$ cat src/rtl/ps2_pkg.sv
// Shared types and frame constants for the PS/2 receive path.
package ps2_pkg;

  typedef enum logic [1:0] {
    IDLE  = 2'd0,
    SHIFT = 2'd1,
    CHECK = 2'd2
  } ps2_state_t;

  localparam int PS2_DATA_BITS  = 8;
  localparam int PS2_FRAME_BITS = 11;

endpackage

$ cat src/rtl/ps2_line_filter.sv
// Two-flop synchronizer plus a debounce counter for one PS/2 pin.
// The filtered level only moves after FILTER_LEN consecutive differing samples.
module ps2_line_filter
  import ps2_pkg::*;
#(
  parameter int FILTER_LEN = 4
) (
  input  logic clk,
  input  logic res,
  input  logic raw,
  output logic filtered,
  output logic fall
);

  localparam int CW = $clog2(FILTER_LEN + 1);

  logic          sync_1;
  logic          sync_2;
  logic [CW-1:0] cnt;

  always_ff @(posedge clk) begin
    if (res) begin
      sync_1   <= 1'b1;
      sync_2   <= 1'b1;
      filtered <= 1'b1;
      cnt      <= '0;
      fall     <= 1'b0;
    end else begin
      sync_1 <= raw;
      sync_2 <= sync_1;
      fall   <= 1'b0;
      if (sync_2 == filtered) begin
        cnt <= '0;
      end else if (cnt == CW'(FILTER_LEN - 1)) begin
        // Fall strobe coincides with the first cycle the filtered line reads 0.
        filtered <= sync_2;
        fall     <= filtered;
        cnt      <= '0;
      end else begin
        cnt <= cnt + CW'(1);
      end
    end
  end

endmodule

$ cat src/rtl/ps2_rx_fifo.sv
// PS/2 device-to-host receiver: filtered pins, frame checking, inactivity
// timeout, sticky error flags and a show-ahead receive FIFO.
//
// state | meaning
// IDLE  | waiting for a start bit; timeout counter held at 0
// SHIFT | collecting data, parity and stop bits on each clock fall
// CHECK | one cycle: validate stop/parity, push or flag the byte
module ps2_rx_fifo
  import ps2_pkg::*;
#(
  parameter int CLK_HZ     = 50_000_000,
  parameter int TIMEOUT_US = 200,
  parameter int FILTER_LEN = 4,
  parameter int FIFO_DEPTH = 8
) (
  input  logic                          clk,
  input  logic                          res,
  input  logic                          ps2_clock,
  input  logic                          ps2_data,
  input  logic                          rd,
  output logic [PS2_DATA_BITS-1:0]      rd_data,
  output logic                          rd_valid,
  output logic [$clog2(FIFO_DEPTH):0]   count,
  input  logic                          err_clr,
  output logic                          err_parity,
  output logic                          err_frame,
  output logic                          err_overflow
);

  localparam int TO_CYC = CLK_HZ / 1_000_000 * TIMEOUT_US;
  localparam int TW     = $clog2(TO_CYC + 1);
  localparam int PW     = $clog2(FIFO_DEPTH);
  localparam int SW     = PS2_FRAME_BITS - 1;

  logic strike;
  logic data_f;
  logic clock_f_unused;
  logic data_fall_unused;

  ps2_line_filter #(.FILTER_LEN(FILTER_LEN)) u_clock_filter (
    .clk      (clk),
    .res      (res),
    .raw      (ps2_clock),
    .filtered (clock_f_unused),
    .fall     (strike)
  );

  ps2_line_filter #(.FILTER_LEN(FILTER_LEN)) u_data_filter (
    .clk      (clk),
    .res      (res),
    .raw      (ps2_data),
    .filtered (data_f),
    .fall     (data_fall_unused)
  );

  ps2_state_t      state_q, state_d;
  logic [SW-1:0]   shreg_q, shreg_d;
  logic [3:0]      bitcnt_q, bitcnt_d;
  logic [TW-1:0]   to_cnt_q, to_cnt_d;
  logic            push, pop, full;
  logic            set_parity, set_frame, set_overflow;

  logic [PS2_DATA_BITS-1:0] mem [FIFO_DEPTH];
  logic [PW-1:0]            wptr, rptr;

  assign rd_valid = (count != '0);
  assign full     = (count == ($clog2(FIFO_DEPTH)+1)'(FIFO_DEPTH));
  assign pop      = rd && rd_valid;
  assign rd_data  = rd_valid ? mem[rptr] : '0;

  always_ff @(posedge clk) begin
    if (res) begin
      state_q  <= IDLE;
      shreg_q  <= '0;
      bitcnt_q <= '0;
      to_cnt_q <= '0;
    end else begin
      state_q  <= state_d;
      shreg_q  <= shreg_d;
      bitcnt_q <= bitcnt_d;
      to_cnt_q <= to_cnt_d;
    end
  end

  always_comb begin
    state_d      = state_q;
    shreg_d      = shreg_q;
    bitcnt_d     = bitcnt_q;
    to_cnt_d     = '0;
    push         = 1'b0;
    set_parity   = 1'b0;
    set_frame    = 1'b0;
    set_overflow = 1'b0;
    case (state_q)
      IDLE: begin
        if (strike) begin
          if (!data_f) begin
            state_d  = SHIFT;
            bitcnt_d = '0;
          end else begin
            set_frame = 1'b1;
          end
        end
      end
      SHIFT: begin
        if (strike) begin
          shreg_d  = {data_f, shreg_q[SW-1:1]};
          bitcnt_d = bitcnt_q + 4'd1;
          if (bitcnt_q == 4'(PS2_FRAME_BITS - 2)) state_d = CHECK;
        end else if (to_cnt_q == TW'(TO_CYC)) begin
          set_frame = 1'b1;
          state_d   = IDLE;
        end else begin
          to_cnt_d = to_cnt_q + TW'(1);
        end
      end
      CHECK: begin
        state_d = IDLE;
        // shreg holds {stop, parity, data[7:0]}; odd parity over data+parity
        if (!shreg_q[SW-1])            set_frame    = 1'b1;
        else if (!(^shreg_q[SW-2:0]))  set_parity   = 1'b1;
        else if (full && !pop)         set_overflow = 1'b1;
        else                           push         = 1'b1;
      end
      default: state_d = IDLE;
    endcase
  end

  always_ff @(posedge clk) begin
    if (push) mem[wptr] <= shreg_q[PS2_DATA_BITS-1:0];
  end

  always_ff @(posedge clk) begin
    if (res) begin
      wptr  <= '0;
      rptr  <= '0;
      count <= '0;
    end else begin
      if (push) wptr <= wptr + PW'(1);
      if (pop)  rptr <= rptr + PW'(1);
      case ({push, pop})
        2'b10:   count <= count + 1'b1;
        2'b01:   count <= count - 1'b1;
        default: count <= count;
      endcase
    end
  end

  always_ff @(posedge clk) begin
    if (res) begin
      err_parity   <= 1'b0;
      err_frame    <= 1'b0;
      err_overflow <= 1'b0;
    end else begin
      err_parity   <= (err_parity   && !err_clr) || set_parity;
      err_frame    <= (err_frame    && !err_clr) || set_frame;
      err_overflow <= (err_overflow && !err_clr) || set_overflow;
    end
  end

endmodule

$ cat config.mk
export PLATFORM = sky130hd
export DESIGN_NAME = ps2_rx_fifo
export DESIGN_NICKNAME = d
export VERILOG_FILES = /design/src/rtl/ps2_pkg.sv /design/src/rtl/ps2_line_filter.sv /design/src/rtl/ps2_rx_fifo.sv
export SDC_FILE = /design/constraint.sdc
export NUM_CORES = 1
export LEC_CHECK = 0
export CAP_MARGIN = 30
export CORE_MARGIN = 10
export CORE_UTILIZATION = 55
export DETAILED_ROUTE_END_ITERATION = 8
export PLACE_DENSITY = 0.73
export RECOVER_POWER = 100
export SYNTH_ARGS = -nofsm -noshare
export SYNTH_HDL_FRONTEND = slang
export SYNTH_HIERARCHICAL = 1
export SYNTH_SLANG_ARGS = --single-unit
$ cat constraint.sdc
create_clock -name clk -period 7.4 [get_ports clk]
set_input_delay 1.85 -clock clk [delete_from_list [all_inputs] [get_ports clk]]
set_output_delay 1.85 -clock clk [all_outputs]
set_load 0.03 [all_outputs]
==> flow_metrics.tcl <==
set metrics [dict create \
    clockPowerShare 0.527 \
    post-cts-setup-buffer-count 0 \
    ant_nets 0 \
    grtUsageTotal 0.140 \
    crit_buf_inv 2 \
    layout_min_cycle_time_ns 4.64 \
    worstSetupPathType "reg -> out" \
    clock-root-buffer "clkbuf_8" \
    cts_tree "built" \
    final_cell_mix "edfxtp_1, nor2_1, dfxtp_1" \
    clk_latency_ns 0.50 \
    place.port_buffers 21 \
    yosysWarnings 6 \
    place.gp.congestion 0.741 \
    regToRegSetupSlack_ns 4.26 \
    slowest_stage "dlygate4sd3_1" \
    start_util 0.558 \
    tns_ns 0 \
    drc 0 \
    syn-cell-area_mm2 0.00508 \
    period_share 0.627 \
    routedWlPerCell_um 16.2 \
    fmaxAchievable_mhz 215 \
    fin_area_mm2 0.00598 \
    grt-ovfl-total 0 \
    fillers 673 \
    path_cells "buf_16, mux4_2, mux2i_1, nor2_1, dlygate4sd3_1" \
    vdd_drop_max_uv 176 \
    grt_pass1_wl_um 14600 \
    avgSynthCellArea_um2 13.1 \
    p_per_area_mw_per_mm2 255 \
    cp_top_family "buffers and inverters" \
    p_int_uw 1230 \
    p_seq_frac 0.467 \
    rsz0062_at_grt "no" \
    htree_levels 4 \
    critPathCaptureType "output pin" \
    vias 2968 \
    status "finished with violations" \
    drt_iter0_markers 128 \
    p_leak_uw 0.00217 \
    die_h_um 116 \
    skew_ns 0.0119 \
    relSlewSlack -0.211 \
    p_sw_uw 296 \
    postSynthCellCount 387 \
    maxCapViolCount 1 \
    drt_pass1_iterations 4 \
    place_area_mm2 0.00542 \
    core-area_mm2 0.00911 \
    clkTransAtPathRegs_ns 0.06 \
    drt_wl_total_um 8780 \
    seq_area_mm2 0.00310 \
    numCtsBuffers 17 \
    dp_hpwl_um 6040 \
    slew_violations 46 \
    cts_hold_buf 0 \
    start_kind "flip-flop" \
    swShare 0.194 \
    final_common_cell "edfxtp_1" \
    fin_nets 436 \
    synth_nets 406 \
    ios 22 \
    avgViaCountPerCell 5.49 \
    slowest_delay_ns 0.72 \
    worst_pin_slew_ns 1.82 \
    area_growth_syn_to_layout_pct 17.8 \
    required_ns 5.55 \
    worstPathMaxFanout 11 \
    die_x_um 116 \
    p_comb_frac 0.006 \
    crit_arrival_ns 2.79 \
    clk_path_buf_depth 2 \
    design.die.area_mm2 0.0135 \
    hold_class "reg -> reg" \
    cts_sinks 123 \
    rows 35 \
    setup_violations 0 \
    num_antenna_cells 0 \
    antenna_found_initial 0 \
    cts_resized 0 \
    violations "capacitance limit, slew limit" \
    grt_pass1_vias 2907 \
    hold_viol 0 \
    grt_max_degree 46 \
    multi_input_area_mm2 0.00186 \
    drive_gt1_frac 0.135 \
]
[power groups by stage]
stage / clock network (uW) / logic [uW] / registers (uW)
3_3_place_gp: 0 / 9.29 / 727
3_5_place_dp: 0 / 9.43 / 727
2_1_floorplan: 0 / 4.26 / 727
4_1_cts: 816 / 9.46 / 712
5_1_grt: 852 / 9.75 / 712
6_report: 805 / 8.69 / 713
[layout make-up]
cell class / count / area share
Inverter: 13 / 0.00816
Clock buffer: 18 / 0.0698
Clock inverter: 14 / 0.0284
Tap cell: 111 / 0.0232
Multi-Input combinational cell: 237 / 0.310
Timing Repair Buffer: 25 / 0.0416
Sequential cell: 123 / 0.519
[registers in the layout, indices dropped and copies added, names as in the netlist, named ones only]
register                 cells
u_clock_filter/fall          1
u_clock_filter/sync_2        1
wptr                         3
u_clock_filter/filtered      1
u_data_filter/sync_2         1
err_parity                   1
u_data_filter/filtered       1
err_overflow                 1
err_frame                    1
u_data_filter/cnt            3
state_q                      2
bitcnt_q                     4
u_data_filter/sync_1         1
rptr                         3
mem                         64
to_cnt_q                    14
shreg_q                     10
count                        4
u_clock_filter/sync_1        1
u_clock_filter/cnt           3
[per-layer routing]
metal,GRT usage,routed length [um],vias up
met5,0,0,-
met1,0.162,3800,1451
met2,0.237,4590,45
met3,0.0411,329,7
li1,-,-,1465
met4,0.0642,55,0
[per-stage QoR]
step	instances	worst slack [ns]	hold slack [ns]	utilization	total power, uW
after global placement	506	3.05	0.393	0.591	736
final	541	2.76	0.409	0.657	1530
after CTS	541	2.79	0.409	0.660	1540
after global routing	541	2.60	0.429	0.657	1570
after floorplan	387	3.67	0.389	-	731
after detailed placement	509	3.05	0.395	0.595	736
[worst paths after layout]
path                        start                   end  depth (start not counted)
min          u_data_filter/sync_1  u_data_filter/sync_2                          1
max reg2reg              count[1]              count[2]                         11
max                     flip-flop            rd_data[7]                          5
min reg2reg  u_data_filter/sync_1  u_data_filter/sync_2                          1
(Power assumes the default switching activity.)
==> edit, RTL diff (same flow settings) <==
`FIFO_DEPTH`: 8 -> 16.
--- a/src/rtl/ps2_rx_fifo.sv
+++ b/src/rtl/ps2_rx_fifo.sv
@@ -12,5 +12,5 @@
   parameter int TIMEOUT_US = 200,
   parameter int FILTER_LEN = 4,
-  parameter int FIFO_DEPTH = 8
+  parameter int FIFO_DEPTH = 16
 ) (
   input  logic                          clk,
Ports: changed (resized count); port bits go from 22 to 23. The function was not compared with the original's and may differ.
==> edit against the unedited design <==
The flow still finishes with violations (capacitance limit, slew limit); wire length grew 63%; die area is 43% higher; count of clock-buffer cells in the layout decreased by 1; worst hold slack better by 0.55 ps; via count is 40% higher; synthesized area grew 53%; clock power is 25% higher; cell area grew 47%; power up 41%; sequential cell count grew 68; worst setup slack got worse by 880 ps; cell count increased by 34%.
==> edit: results (changes against the unedited design) <==
status:
  outcome: "finished, violations left"
  violations: "capacitance limit, slew limit"
detailed_routing:
  drt-total-wl_um: 14300  # +63%
  drtIter0Drc: 330  # +160%
worst_setup_path:
  cp_slowest_stage_delay_ps: 900  # +180 ps
  r2r-start: "shreg_q[4]$_SDFFE_PP0P_"
  path_max_fanout: 32  # +21
  worst_r2r_endpoint: "count[4]$_SDFFE_PP0P_"
  worst_r2r_path_depth: 12  # +1
  arrival_ps: 3680  # +890 ps
cells_and_area:
  stdcell_count: 727  # +34%
  nNetsFinal: 557  # +28%
  largest_registers: "mem (128), to_cnt_q (14), shreg_q (10)"
  drive_above_1_share: 0.155  # +0.0205
timing:
  holdWs_ps: 410  # +0.551 ps
  finalMaxSlewViolations: 49  # +6.5%
  skew_ps: 7.76  # -4.12 ps
power:
  switching_power_mw: 0.388  # +31%
  ir_worst_vdd_mv: 0.188  # +6.8%
  leakage_nw: 3.02  # +39%
hold_path:
  hp-class: "reg2reg"
placed_design:
  dp_cells: 696  # +37%
  hpwl_um: 9050  # +50%
  place.gp.congestion: 0.764  # +3.1%
  portBuffers: 22  # +4.8%
global_route:
  antenna_found_initial: 1  # +1
  grt_pass1_wl_um: 23100  # +58%
yosys:
  synth_fp_nets: 532  # +31%
  syn_inst: 510  # +32%
clock_tree:
  cts_root_buf: "clkbuf_16"
  clock_latency_ps: 420  # -80 ps
flow_run:
  maxCapViolations: 1  # unchanged
edit: how the worst max path moves through the flow:
stage,startpoint,to,slack (ps),depth (start not counted)
after global routing,flip-flop,rd_data[3],1640,5
after global placement,rd,count[4]$_SDFFE_PP0P_,2610,13
after detailed placement,rd,count[4]$_SDFFE_PP0P_,2480,13
after floorplan,rd,count[4]$_SDFFE_PP0P_,3180,13
final,flip-flop,rd_data[3],1870,5
after CTS,flip-flop,rd_data[3],2320,5
edit: area by class of cell:
type                    instances  area, sq um
flip-flops and latches        191         5110
multi-input cells             283         2510
inverters                      14         52.6
clock buffers                  17          425
fillers                      1004         5070
clock inverters                14          239
well taps                     180          225
repair buffers                 28          244
edit: power by group through the flow:
| stage | clock network, mW | registers (mW) | logic, mW |
|---|---|---|---|
| CTS | 1.03 | 1.13 | 0.0103 |
| detailed placement | 0 | 1.15 | 0.0102 |
| floorplan | 0 | 1.15 | 0.00504 |
| global route | 1.07 | 1.12 | 0.0106 |
| finish | 1.01 | 1.13 | 0.00941 |
| global placement | 0 | 1.15 | 0.00972 |
edit: metal layers:
metal,GRT usage,vias to the layer above,share of wire
met5,0,-,0.0014
met4,0.0538,2,0.0076
met3,0.0373,10,0.048
met2,0.255,110,0.53
met1,0.182,2075,0.41
li1,-,1958,-
edit: stage by stage:
step	setup slack, ps	area [sq um]
after floorplan	3180	7790
after global placement	2610	8190
after detailed placement	2480	8190
after CTS	2320	8860
after global routing	1640	8810
final	1870	8810
